`src/rtl/mem_refill_ctrl.sv`:
```
// mem_refill_ctrl: services one cache miss at a time against a fixed-latency,
// line-granular RAM. An optional write-back of the dirty victim runs first,
// then the refill read, then a one-cycle response to the cache.
module mem_refill_ctrl #(
   parameter int ADDR_W      = 26,
   parameter int LINE_W      = 128,
   parameter int MEM_LATENCY = 3     // 1..255 cycles per RAM access
) (
   input  logic              clk,
   input  logic              reset,
   input  logic              req_valid,
   output logic              req_ready,
   input  logic [ADDR_W-1:0] req_line_addr,
   input  logic              req_wb,
   input  logic [ADDR_W-1:0] req_wb_addr,
   input  logic [LINE_W-1:0] req_wb_data,
   output logic              resp_valid,
   output logic [LINE_W-1:0] resp_data,
   output logic [ADDR_W-1:0] resp_line_addr,
   output logic [ADDR_W-1:0] data_requested,
   output logic [ADDR_W-1:0] where_to_write,
   output logic [LINE_W-1:0] data_to_write,
   output logic              write_to_mem,
   input  logic [LINE_W-1:0] data_returned,
   output logic [15:0]       fill_count,
   output logic [15:0]       wb_count
);

   typedef enum logic [1:0] {IDLE, WB, FILL, RESP} state_t;

   // Counter counts down to zero, so an access of L cycles starts at L-1.
   localparam logic [7:0] LAT_M1 = 8'(MEM_LATENCY - 1);

   state_t     state;
   logic [7:0] cnt;

   // The RAM-facing address/data outputs double as the registered request
   // fields, so the captured request lives only in the output registers.
   // Write enable and response valid are single-cycle pulses: default low.
   always_ff @(posedge clk) begin
      if (reset) begin
         state          <= IDLE;
         cnt            <= '0;
         req_ready      <= 1'b1;
         resp_valid     <= 1'b0;
         write_to_mem   <= 1'b0;
         resp_data      <= '0;
         resp_line_addr <= '0;
         data_requested <= '0;
         where_to_write <= '0;
         data_to_write  <= '0;
         fill_count     <= '0;
         wb_count       <= '0;
      end else begin
         write_to_mem <= 1'b0;
         resp_valid   <= 1'b0;
         case (state)
            IDLE: begin
               if (req_valid && req_ready) begin
                  req_ready      <= 1'b0;
                  data_requested <= req_line_addr;
                  where_to_write <= req_wb_addr;
                  data_to_write  <= req_wb_data;
                  cnt            <= LAT_M1;
                  if (req_wb) begin
                     write_to_mem <= 1'b1;   // only the first WB cycle writes
                     state        <= WB;
                  end else begin
                     state <= FILL;
                  end
               end
            end
            WB: begin
               if (cnt != 8'd0) begin
                  cnt <= cnt - 8'd1;
               end else begin
                  wb_count <= wb_count + 16'd1;
                  cnt      <= LAT_M1;
                  state    <= FILL;
               end
            end
            FILL: begin
               // RAM data is only meaningful once the access latency elapsed.
               if (cnt != 8'd0) begin
                  cnt <= cnt - 8'd1;
               end else begin
                  resp_data      <= data_returned;
                  resp_line_addr <= data_requested;
                  fill_count     <= fill_count + 16'd1;
                  resp_valid     <= 1'b1;
                  state          <= RESP;
               end
            end
            RESP: begin
               // Ready reasserts only after the response cycle, so no request
               // can be taken while resp_valid is high.
               req_ready <= 1'b1;
               state     <= IDLE;
            end
            default: begin
               req_ready <= 1'b1;
               state     <= IDLE;
            end
         endcase
      end
   end

endmodule

```
`config.mk`:
```
export PLATFORM = sky130hd
export DESIGN_NAME = mem_refill_ctrl
export DESIGN_NICKNAME = d
export VERILOG_FILES = /design/src/rtl/mem_refill_ctrl.sv
export SDC_FILE = /design/constraint.sdc
export NUM_CORES = 1
export LEC_CHECK = 0
export BUFFER_PORTS_ARGS = -buffer_cell sky130_fd_sc_hd__buf_4
export CORE_AREA = 2 2 266 268
export CTS_CLUSTER_SIZE = 28
export DETAILED_ROUTE_END_ITERATION = 8
export DIE_AREA = 0 0 268 270
export MAX_ROUTING_LAYER = met4
export PLACE_DENSITY_LB_ADDON = 0.1
export SLEW_MARGIN = 30
export SYNTH_ARGS = -nofsm -noshare
export SYNTH_HDL_FRONTEND = slang
export SYNTH_SLANG_ARGS = --single-unit
```
`constraint.sdc`:
```
create_clock -name clk -period 4.3 [get_ports clk]
set_input_delay 0.86 -clock clk [delete_from_list [all_inputs] [get_ports clk]]
set_output_delay 0.86 -clock clk [all_outputs]
set_load 0.02 [all_outputs]
```
Word-level counts from Yosys, hierarchy flattened
Cells that the tools add are included.
- equality and inequality tests: 7
- bitwise logic cells: 4
- $mul: 0
- $lt $le $gt $ge: 0
- div/mod/pow operators: 0
- add/sub/neg operators: 3
- multiplexer cells: 13
- reduce and logical (&&, ||, !) cells: 13
- shift operators: 0
- operator list (cell ; number):
    $add 16x1->16 const B ; 2
    $mux 8 ; 3
    $pmux 8 s3 ; 1
    $mux 2 ; 4
    $ne 2x2->1 const B ; 4
    $pmux 2 s4 ; 1
    $reduce_and 2->1 ; 4
    $reduce_bool 8->1 ; 1
    $sub 8x1->8 const B ; 1
    $reduce_and 3->1 ; 2
    $eq 2x2->1 const B ; 2
    $not 1->1 ; 4
    $mux 1 ; 3
    $reduce_bool 3->1 ; 1
    $reduce_or 3->1 ; 1
    $eq 2x1->1 const B ; 1
    $logic_not 2->1 ; 1
    $pmux 1 s2 ; 1
    $reduce_bool 2->1 ; 1
    $reduce_or 2->1 ; 1
    $logic_and 1x1->1 ; 1
- bits in writable memories: 0
- output and inout bits: 369
- memories kept: 0
- ROM bits: 0
- bits in latches: 0
- register bits: 379

Depth between registers and ports, before layout
Gate-level depths: netlist of the first run.
- depth in word-level cells: 3
- mapped depth: 9
- mapped depth without buffers: 6

Least setup slack after synthesis of the first run
Ideal clock, no wire load.
- path type: register to register
- start point: reg cnt[2]
- end point: reg wb_count[15]
- data required time: 4.179 ns
- setup slack: 2.111 ns
- clock period less this slack: 2.189 ns
- setup time: 0.121 ns
- stages on the path, launching flop included: 6
- arrival time: 2.068 ns
- cell sequence: dfxtp_1 > or4_1 > buf_2 > or4_1 > nor3_1 > mux2_2
- longest elaborated chain between the ends: 3
- RTL lines (what ; line ; text):
    start, declared ; 35 ; logic [7:0] cnt;
    start signal, assigned ; 75 ; cnt <= cnt - 8'd1;
    start signal, assigned ; 85 ; cnt <= cnt - 8'd1;
    $reduce_bool 8->1 ; 74 ; if (cnt != 8'd0) begin
    $not 1->1 (no line) ; - ;
    $reduce_and 2->1 (no line) ; - ;
    end signal, assigned ; 77 ; wb_count <= wb_count + 16'd1;
    end, declared ; 26 ; output logic [15:0] wb_count
Every way passes these cells.
A chain may end at the register's enable or synchronous reset.

Final worst setup path of the first run
- start point: reg state[0]
- end point: reg resp_data[24]
- longest elaborated chain between the ends: 2
- RTL lines (what ; line ; text):
    start, declared ; 34 ; state_t state;
    start signal, assigned ; 42 ; state <= IDLE;
    start signal, assigned ; 67 ; state <= WB;
    start signal, assigned ; 69 ; state <= FILL;
    $eq 2x2->1 ; 57 ; case (state)
    $reduce_and 2->1 (no line) ; - ;
    end signal, assigned ; 87 ; resp_data <= data_returned;
    end, declared ; 18 ; output logic [LINE_W-1:0] resp_data,
Every way passes these cells.

==> impl_metrics.toml, run 1 <==
[drt]
wl_mm = 59.51
drtAntennaViolNets = 0
dr.first_iter.drc_count = 598
drc = 0
vias_per_cell = 4.143
post_drt_wl_per_cell_microns = 17.85
drt-pass1-iter-count = 4
num_vias = 13810

[clocking]
cts_sinks = 379
htree_num_levels = 2
cts_tree = "yes"
numCtsBuffers = 49
holdBufCountCts = 0
path_clk_slew_ps = 60
cts-root-buf = "clkbuf_16"
clk_latency_ps = 570
cts_resized = 0
clockBufferDepth = 3
post-cts-setup-buffers = 0

[synthesis]
async_reset_ff_share_pct = 0
avgSynthCellArea_sq_um = 7.883
syn_area_sq_um = 13590
synth_area_leaders = "dfxtp_1, nand2_1, a21oi_1"
ys_seq_area_share_pct = 55.83
synth_ff_type = "dfxtp_1"
synth-edff-count = 0
ys_types = 44
synth_cells = 1724
ys_warn_count = 0
synth_top_cell_by_area = "dfxtp_1"
syn_nets = 2044
synth_seq_cells = 379
synth_top_area_share_pct = 55.83

[layout]
nets = 2666
n_fill_cell = 7575
syn2layout_area_growth_pct = 57.38
drive_above_1_share_pct = 33.22
final_cell_mix = "nand2_1, buf_4, dfxtp_1"

[critical_path]
cp-startpoint = "state[0]$_SDFFE_PP0P_"
crit_path_max_fanout = 65
critPathTopFamily = "simple AND/OR/NAND/NOR gates"
cp.required_ps = 4790
r2r_start = "state[0]$_SDFFE_PP0P_"
critPathArrivalTime_ps = 3270
crit_type = "reg -> reg"
cpPeakStageDelay_ps = 810
start_kind = "register"
cp-end-kind = "register"
critPathSlowestCell = "and3_4"
crit_path_cell_trace = "inv_1, ha_1, nor4b_1, and3_4, buf_4, nand2_1, a21oi_1"
cp.buffers_inverters = 2

[place]
place.gp.congestion = 0.8193
port_buffers = 680
dp_hpwl_mm = 42.90

[grt]
grt_max_degree = 135
grt_pass1_wl_mm = 86.96
grt_overflow_total = 0
grt_pass1_vias = 13610
antenna_found_initial = 6
track_usage_pct = 16.19

[power_and_ir_drop]
clock_power_share_pct = 32.5
internal_power_mw = 8.401
vdd_drop_max_v = 0.0003993
total_power_mw = 13.32
switching_share_pct = 36.91
leakage_nw = 8.878
switchingPower_mw = 4.916
power.share.combinational_pct = 33.4
powerDensity_nw_per_um2 = 622.6
pwr-share-seq_pct = 34.1

[sta]
slew_headroom_pct = 41.68
tns_ps = 0
hold_viol = 0
period_needed_ps = 2781
grt_setup_unrepaired = "no"
tightest_slew_ps = 874.9
finalMaxSlewViolations = 0
skew_ps = 7.418
setup_viol = 0
fin_crit_sh_pct = 64.67
max_clock_freq_ghz = 0.3596

[min_path]
hold_class = "reg -> reg"
hold_start = "resp_line_addr[18]$_SDFFE_PP0P_"

[status]
outcome = "finished, final reports clean"

[die]
die_w_microns = 268
die_h_microns = 270
start_util_pct = 19.54
core-area_sq_um = 69540
dieArea_sq_um = 72360
num_io_pins = 681
rows = 97

[flow_run]
maxCapViolations = 0
layer usage:
metal  vias to the layer above  GRT usage (%)  routed length (microns)  share of wire, %
met2                       427          27.05                    29570                50
met3                       111          5.270                     4720               7.9
met4                         0          6.910                     2307               3.9
met1                      6362          17.54                    22920                39
li1                       6909              -                        -                 -
met5                         -              -                        0                 0
sequential cells by signal, summed over array words and instances, names as in the netlist:
register / cells
where_to_write: 26
resp_valid: 1
data_requested: 26
resp_line_addr: 26
req_ready: 1
fill_count: 16
cnt: 8
wb_count: 16
state: 2
write_to_mem: 1
data_to_write: 128
resp_data: 128
cell usage after synthesis, drive strengths merged, types with 2 or more instances:
| library cell | n |
|---|---|
| nand2 | 687 |
| o21ai | 15 |
| mux2i | 2 |
| nor2 | 21 |
| clkbuf | 119 |
| a311oi | 4 |
| o31ai | 7 |
| buf | 5 |
| mux2 | 3 |
| nand4b | 2 |
| xor2 | 3 |
| nor2b | 6 |
| nand4 | 8 |
| and2 | 3 |
| nor3 | 7 |
| and3 | 3 |
| dfxtp | 379 |
| ha | 8 |
| or3 | 11 |
| nor4 | 6 |
| xnor2 | 9 |
| nand3 | 14 |
| a21oi | 360 |
| inv | 10 |
| and4 | 3 |
| nor4b | 3 |
| or4 | 12 |
power by group through the flow:
stage | Clock, mW | Sequential, mW | Combinational [mW]
4_1_cts | 4.51 | 4.54 | 4.54
2_1_floorplan | 0 | 5.25 | 1.85
5_1_grt | 4.66 | 4.63 | 4.88
3_5_place_dp | 0 | 4.61 | 4.54
6_report | 4.33 | 4.54 | 4.45
3_3_place_gp | 0 | 4.60 | 4.51
worst reg2reg max path, cell delays in order (launching register included):
cell and delay [ps]:
dfxtp_1 340, inv_1 90, ha_1 440, nor4b_1 310, and3_4 810, buf_4 420
nand2_1 120, a21oi_1 150
cell type report:
type / instances / area [sq um] / area share [%]
flip-flops and latches: 379 / 7587 / 35.47
multi-input cells: 1211 / 5533 / 25.87
repair buffers: 695 / 5313 / 24.84
clock buffers: 73 / 1519 / 7.101
well taps: 940 / 1176 / 5.499
clock inverters: 19 / 209.0 / 0.9769
inverters: 10 / 37.54 / 0.1755
diodes: 6 / 15.01 / 0.07020
final timing paths:
kind,depth (start not counted),slack (ps),to
worst min register to register,2,450,resp_line_addr[18]$_SDFFE_PP0P_
worst max-delay path,7,1520,resp_data[24]$_SDFFE_PP0P_
worst max register to register,7,1520,resp_data[24]$_SDFFE_PP0P_
worst min-delay path,2,450,resp_line_addr[18]$_SDFFE_PP0P_
stage by stage:
stage,setup WS [ps],utilization (%),instances,area [sq um],hold WS (ps)
floorplan,2111,-,1724,13590,484.3
global placement,1590,28.25,3235,19650,439.3
detailed placement,1495,28.25,3235,19650,444.4
CTS,1463,30.74,3327,21370,451.6
global route,1275,30.76,3333,21390,462.4
finish,1519,30.76,3333,21390,449.4
cell families (layout without fill, tap and decap cells):
family	after synthesis	count (layout)	synth area share [%]
AND/OR/NAND/NOR	793	793	23.68
AO/OA/AOI/OAI	393	393	14.87
flip-flops	379	379	55.83
buffers and inverters	134	797	3.719
XOR/XNOR	12	12	0.7734
adder cells (fa/ha/maj)	8	8	0.7365
multiplexers	5	5	0.3959
other	0	6	0
(Power assumes the default switching activity.)
==> inputs of run 2 (changes only) <==
- ABC_AREA: unset -> 1
- CORE_AREA: 2 2 266 268 -> 2 2 262 264
- DIE_AREA: 0 0 268 270 -> 0 0 264 266
- clock period: 4.3 -> 2.63 ns (I/O delays scaled with it)
==> run 2 against run 1 <==
Effect of this change: synthesized cell count is 4.2% higher; cell area is 0.50% higher; first-iteration DRC count is 0.17% lower; critical endpoint is now wb_count[3]$_SDFFE_PP0P_; highest routed layer unchanged.
==> impl_metrics.toml, run 2 <==
[clocking]
cts_tree = "yes"
cts-root-buf = "clkbuf_16"
post-cts-setup-buffers = 0
clk_latency_ps = 570
path_clk_slew_ps = 60
htree_num_levels = 2
numCtsBuffers = 48
cts_resized = 0
cts_sinks = 379
clockBufferDepth = 3
holdBufCountCts = 0

[place]
preCtsSetupSlack_ps = 569.4
port_buffers = 680
place.gp.congestion = 0.7807
postPlaceCellArea_sq_um = 19920
dp_hpwl_mm = 40.78
dp_cells = 3262

[layout]
drive_above_1_share_pct = 31.89
syn2layout_area_growth_pct = 53.97
nets = 2750
final_common_cell = "buf_4"
post-route-util_pct = 31.73
largestRegisters = "data_to_write (128), resp_data (128)"
final_cells = 3348
final_cell_area_sq_um = 21500
final_cell_mix = "buf_4, dfxtp_1, o21ai_0"

[drt]
vias_per_cell = 4.124
drtAntennaViolNets = 0
post_drt_wl_per_cell_microns = 16.60
drt-pass1-iter-count = 5
num_vias = 13810
wl_mm = 55.58
drc = 0
dr.first_iter.drc_count = 597

[grt]
track_usage_pct = 15.46
grt_overflow_total = 0
grt_pass1_wl_mm = 81.96
antenna_found_initial = 1
grt_max_degree = 93
grt_pass1_vias = 13270

[synthesis]
ys_top_cells_by_count = "dfxtp_1, o21ai_0, nor2_1"
ys_seq_area_share_pct = 54.35
async_reset_ff_share_pct = 0
synth_ff_type = "dfxtp_1"
synth_top_area_share_pct = 54.35
syn_area_sq_um = 13960
yosysMostFrequentCell = "dfxtp_1"
synth_cells = 1796
synth_top_cell_by_area = "dfxtp_1"
synth-edff-count = 0
synth_seq_cells = 379
ys_warn_count = 0
ys_types = 29
syn_nets = 2116
avgSynthCellArea_sq_um = 7.773
synth_area_leaders = "dfxtp_1, o21ai_0, nor2_1"

[critical_path]
cp-end-kind = "register"
crit_path_max_fanout = 13
cp.required_ps = 3090
reg2regPathDepth = 9
critPathSlowestCell = "inv_1"
cp_common_cell = "nand2_1"
start_kind = "register"
crit_path_cell_trace = "inv_1, ha_1, nand2_1, nor2_4, nand2_1, inv_1, nand2_1, o21ai_0, a21oi_1"
critPathArrivalTime_ps = 2510
crit_type = "reg -> reg"
cpPeakStageDelay_ps = 390

[status]
outcome = "finished, final reports clean"

[power_and_ir_drop]
leakage_nw = 9.422
powerDensity_nw_per_um2 = 1144
power.share.combinational_pct = 39.2
total_power_mw = 24.58
clock_power_share_pct = 26.5
switchingPower_mw = 9.482
internal_power_mw = 15.10
vdd_drop_max_v = 0.0004743
switching_share_pct = 38.57
pwr-share-seq_pct = 34.3

[die]
die_h_microns = 266
core-area_sq_um = 67750
die_w_microns = 264
start_util_pct = 20.61
dieArea_sq_um = 70220
rows = 96
num_io_pins = 681

[sta]
tightest_slew_ps = 531.0
slew_headroom_pct = 64.60
grt_setup_unrepaired = "no"
max_clock_freq_ghz = 0.4875
hold_viol = 0
whs_ps = 190.3
period_needed_ps = 2051
finalMaxSlewViolations = 0
fin_crit_sh_pct = 78.00
setup_viol = 0
fin_ws_ps = 578.5
skew_ps = 15.06
tns_ps = 0

[flow_run]
maxCapViolations = 0

[min_path]
hold_class = "in -> reg"
min_path_cells = 3
## run 2: layer usage
metal  share of wire, %  up-vias  global-route usage, %
li1                   -     7035                      -
met4                2.1        0                  3.885
met2                 49      437                  26.66
met5                  0        -                      -
met3                9.5       68                  6.220
met1                 39     6266                  16.49
## run 2: worst paths after layout
| check | from | end | slack (ps) |
|---|---|---|---|
| hold / removal | data_returned[2] | resp_data[2]$_SDFFE_PP0P_ | 190 |
| hold reg to reg | data_to_write[68]$_SDFFE_PP0P_ | data_to_write[68]$_SDFFE_PP0P_ | 440 |
| setup / recovery | cnt[0]$_SDFFE_PP0P_ | wb_count[3]$_SDFFE_PP0P_ | 580 |
| setup reg to reg | cnt[0]$_SDFFE_PP0P_ | wb_count[3]$_SDFFE_PP0P_ | 580 |
## run 2: critical path: cells and delay by family (launching register included)
family,cells,cell delay (ps)
compound gates,2,250
fa+ha+maj,1,150
flops,1,320
simple gates,4,720
buf+inv,2,490
## run 2: kinds of logic after synthesis
family	Yosys count	synth area share [%]
XOR/XNOR	8	0.5019
AND/OR/NAND/NOR	467	13.17
buffers and inverters	348	10.11
flip-flops	379	54.35
adder cells (fa/ha/maj)	8	0.7170
AO/OA/AOI/OAI	586	21.16
## run 2: final cells by class
type	count	area [sq um]
clock inverters	8	57.56
fillers	7349	46250
clock buffers	77	1511
inverters	230	875.8
multi-input cells	1069	4975
flip-flops and latches	379	7587
well taps	882	1104
diodes	1	2.502
repair buffers	702	5383
## run 2: power groups by stage
stage                     Combinational [mW]  Sequential (mW)  Clock (mW)
after detailed placement                9.82             8.54           0
after floorplan                         3.54             10.4           0
after global placement                  9.78             8.50           0
after CTS                               9.83             8.45        6.83
after global routing                    10.6             8.67        7.03
final                                   9.64             8.42        6.52
